File: config.mk
export PLATFORM = sky130hd
export DESIGN_NAME = uart_rx_byte
export DESIGN_NICKNAME = d
export VERILOG_FILES = /design/src/rtl/uart_rx_byte.sv
export SDC_FILE = /design/constraint.sdc
export NUM_CORES = 1
export LEC_CHECK = 0
export BUFFER_PORTS_ARGS = -buffer_cell sky130_fd_sc_hd__buf_2
export CORE_ASPECT_RATIO = 1.25
export CORE_MARGIN = 10
export CORE_UTILIZATION = 35
export CTS_CLUSTER_DIAMETER = 60
export DETAILED_ROUTE_END_ITERATION = 10
export GPL_TIMING_DRIVEN = 0
export HOLD_SLACK_MARGIN = 0.06
export SYNTH_ARGS = -nofsm -noshare
export SYNTH_HDL_FRONTEND = slang
export SYNTH_SLANG_ARGS = --single-unit
export TNS_END_PERCENT = 10
File: constraint.sdc
create_clock -name clk -period 1.85 [get_ports clk]
set_input_delay 0.37 -clock clk [delete_from_list [all_inputs] [get_ports clk]]
set_output_delay 0.37 -clock clk [all_outputs]
set_load 0.1 [all_outputs]
File: src/rtl/uart_rx_byte.sv
// UART 8N1 receive framer driven by an external mid-bit bit-rate generator.
// Detects the start edge, samples on bps_clk, and emits a valid or framing-error strobe.
module uart_rx_byte #(
  parameter int unsigned DATA_BITS = 8,
  parameter int unsigned TIMEOUT   = 1023
) (
  input  logic       clk,
  input  logic       rst_n,
  input  logic       rs232_rx,
  input  logic       bps_clk,
  output logic       bps_start,
  output logic [7:0] rx_data,
  output logic       rx_valid,
  output logic       frame_err,
  output logic       rx_busy
);

  localparam int unsigned TMO_W = $clog2(TIMEOUT + 1);
  localparam int unsigned SHAMT = 8 - DATA_BITS;
  localparam logic [2:0]       LAST_BIT = 3'(DATA_BITS - 1);
  localparam logic [TMO_W-1:0] TMO_MAX  = TMO_W'(TIMEOUT);

  typedef enum logic [1:0] {IDLE, START, DATA, STOP} state_t;

  state_t           state;
  logic             s1, s2, s3;
  logic [2:0]       bit_cnt;
  logic [7:0]       shift;
  logic [TMO_W-1:0] tmo;
  logic             fall;
  logic             tmo_hit;

  assign fall    = s3 & ~s2;
  assign tmo_hit = (state != IDLE) && !bps_clk && (tmo == TMO_MAX);

  // bps_start is high exactly while the FSM is out of IDLE.
  assign rx_busy = bps_start;

  always_ff @(posedge clk) begin
    if (!rst_n) begin
      state     <= IDLE;
      bps_start <= 1'b0;
      rx_data   <= 8'h00;
      rx_valid  <= 1'b0;
      frame_err <= 1'b0;
      s1        <= 1'b1;
      s2        <= 1'b1;
      s3        <= 1'b1;
      bit_cnt   <= 3'd0;
      shift     <= 8'h00;
      tmo       <= '0;
    end else begin
      s1        <= rs232_rx;
      s2        <= s1;
      s3        <= s2;
      rx_valid  <= 1'b0;
      frame_err <= 1'b0;

      // Watchdog: restarts on every sample pulse, saturates otherwise.
      if (state == IDLE || bps_clk) begin
        tmo <= '0;
      end else if (tmo != TMO_MAX) begin
        tmo <= tmo + TMO_W'(1);
      end

      if (tmo_hit) begin
        state     <= IDLE;
        bps_start <= 1'b0;
        frame_err <= 1'b1;
      end else begin
        case (state)
          IDLE: begin
            if (fall) begin
              state     <= START;
              bps_start <= 1'b1;
            end
          end
          START: begin
            if (bps_clk) begin
              if (!s2) begin
                state   <= DATA;
                bit_cnt <= 3'd0;
              end else begin
                state     <= IDLE;
                bps_start <= 1'b0;
              end
            end
          end
          DATA: begin
            if (bps_clk) begin
              shift   <= {s2, shift[7:1]};
              bit_cnt <= bit_cnt + 3'd1;
              if (bit_cnt == LAST_BIT) begin
                state <= STOP;
              end
            end
          end
          STOP: begin
            if (bps_clk) begin
              if (s2) begin
                rx_data  <= shift >> SHAMT;
                rx_valid <= 1'b1;
              end else begin
                frame_err <= 1'b1;
              end
              state     <= IDLE;
              bps_start <= 1'b0;
            end
          end
          default: begin
            state     <= IDLE;
            bps_start <= 1'b0;
          end
        endcase
      end
    end
  end

endmodule
==> flow_summary.ini <==
[placement]
gp_congestion = 0.7613
hpwl_um = 2123
dpl-instance-area_sq_mm = 0.001689
io_buffers = 14

[floorplanning]
core.rowCount = 27
fp.coreArea_sq_mm = 0.004324
initial_core_util = 0.3576
dieArea_sq_mm = 0.007494
ioPinCount = 16
die_w_um = 79.46
die_h_um = 94.32

[routing]
wl_per_cell_um = 11.25
drcViolationCount = 0
vias = 1240
drt_iter0_markers = 48
routed_wl_um = 2935
drt-pass1-iter-count = 4
via_per_inst = 4.751
ant_nets = 0

[yosys]
synthCells = 181
synth.cell_area_sq_mm = 0.001546
ys_warn_count = 0
avgSynthCellArea_sq_um = 8.544
synthesis.nets = 188
synthFlopType = dfxtp_1
ys_ff_latch = 37
synth_cell_types = 40
ys_seq_area_frac = 0.4790
synthArstFlopShare = 0
synth-edff-count = 0

[power_and_ir_drop]
seqPwrFrac = 0.515
p_int_uw = 1220
ir_worst_vdd_uv = 414.6
power_leakage_uw = 0.0006575
p_sw_frac = 0.2174
p_sw_uw = 339.0
power.density_mw_per_mm2 = 864.4
pwr-share-comb = 0.037
p_clk_frac = 0.447

[clocking]
cts_resized = 0
cts_setup_buffers = 0
clock_path_buffers = 2
cts-buffers-inserted = 5
clk_latency_ps = 290
cts.clk_slew.worst_paths_ps = 80
cts-root-buf = clkbuf_8
tritoncts = yes
htreeDepth = 2
clock_sinks = 37
ctsHoldBuffers = 0

[sta]
min_period_ps = 1616
rsz0062_at_grt = no
timing.final.crit_share = 0.8737
skew_ps = 10.22
relSlewSlack = 0.6217
slew_violations = 0
max_freq_mhz = 618.7
setup_tns_ps = 0
finalSetupViolCount = 0
hold_viol_final = 0
max_slew.worst_pin.slew_ps = 565.4

[setup_path]
rr_startpoint = tmo[0]
critical_path.cell_chain = ha_1 -> nand4_4 -> nor4_2 -> o21ai_1 -> a21oi_1
reg2reg_to = frame_err
crit_path_end = frame_err
cp_num_cells = 5
worst-path-max-fanout = 7
crit_start = tmo[0]
crit_family = simple AND/OR/NAND/NOR gates
critPathKind = reg2reg
path_buf_inv = 0
crit_path_start_kind = register
critPathArrivalTime_ps = 1820
required_ps = 2050
critPathSlowestCell = dfxtp_1
r2r_cells = 5
crit_path_end_kind = register
reg2reg_slack_ps = 230
critPathMaxStageDelay_ps = 390

[run]
cap_violations = 0

[cells_and_area]
mostFrequentLayoutCells = nand2_1 (42), dfxtp_1 (37), a21oi_1 (20), nor2_1 (18), buf_2 (17)
layout-drive-gt1-share = 0.1823
fin_area_sq_mm = 0.001804
nets = 209
fillers = 481
final_common_cell = nand2_1
antenna_cells = 0
synthToLayoutAreaGrowth_pct = 16.67

[status]
status = finished clean

[global_routing]
grt-ovfl-total = 0
grt_pass1_vias = 1179
antenna_found_initial = 0
grt_pass1_wl_um = 5057
grt_max_degree = 14
grtUsageTotal = 0.08255

[hold_path]
hold_path_class = in2reg
-- per-stage QoR --
step                      utilization  instances  setup WS [ps]  hold WS, ps  total power, uW
final                          0.4172        261          233.7        257.3             1560
after global routing           0.4172        261          57.24        254.7             1614
after floorplan                     -        181          93.56        384.6            867.5
after detailed placement       0.3906        253          247.7        393.4            881.4
after CTS                      0.4172        261          217.1        251.5             1587
after global placement         0.3906        253          241.1        389.3            881.5
-- power groups by stage --
stage / registers [uW] / logic (uW) / clock network (uW)
after floorplan: 830 / 37.4 / 0
after global placement: 823 / 58.9 / 0
after detailed placement: 823 / 58.7 / 0
after CTS: 804 / 59.0 / 724
after global routing: 804 / 63.2 / 747
final: 804 / 58.4 / 697
-- state kept, by name, indices dropped and copies added, names as in the netlist, named ones only --
signal / count
bit_cnt: 3
bps_start: 1
frame_err: 1
rx_data: 8
rx_valid: 1
s1: 1
s2: 1
s3: 1
shift: 8
state: 1
tmo: 10
-- synthesized netlist by cell type, drive strengths merged, types with 3 or more instances --
master	number	area, sq um
nand2	42	157.7
dfxtp	37	740.7
a21oi	20	100.1
nor2	18	67.56
buf	6	41.28
nor3	6	46.30
nand3	5	30.03
o21ai	5	25.02
clkbuf	3	11.26
ha	3	37.54
inv	3	11.26
nor2b	3	18.77
nor3b	3	32.53
nor4	3	25.02
or2b	3	22.52
-- final cells by class --
class	count	area [sq um]	share of cell area
tap	58	72.57	0.04022
clock inverter	3	46.29	0.02566
clock buffer	5	68.82	0.03814
sequential	37	740.7	0.4105
multi-input combinational	132	742.0	0.4112
buffer	9	52.55	0.02913
inverter	3	11.26	0.006241
timing repair buffer	14	70.07	0.03883
-- routing by layer --
layer | routed length [um] | up-vias | track usage
li1 | - | 656 | -
met1 | 1367 | 568 | 0.09086
met2 | 1466 | 14 | 0.1426
met3 | 83 | 2 | 0.02490
met4 | 18 | 0 | 0.03593
met5 | 0 | - | 0
-- cell families (layout without fill, tap and decap cells) --
| group | Yosys count | in the layout | synth area share |
|---|---|---|---|
| buf+inv | 12 | 34 | 0.04125 |
| flops | 37 | 37 | 0.4790 |
| fa+ha+maj | 3 | 3 | 0.02427 |
| simple gates | 91 | 91 | 0.3010 |
| xor+xnor | 3 | 3 | 0.01699 |
| compound gates | 33 | 33 | 0.1246 |
| mux | 2 | 2 | 0.01295 |
-- how the worst min path moves through the flow --
stage	slack, ps	cells past startpoint	to	start
6_report	260	2	s1	rs232_rx
5_1_grt	250	2	s1	rs232_rx
4_1_cts	250	2	s1	rs232_rx
3_5_place_dp	390	1	s2	s1
3_3_place_gp	390	1	s2	s1
2_1_floorplan	380	1	s2	s1
Power figures use the tool's default switching activity.
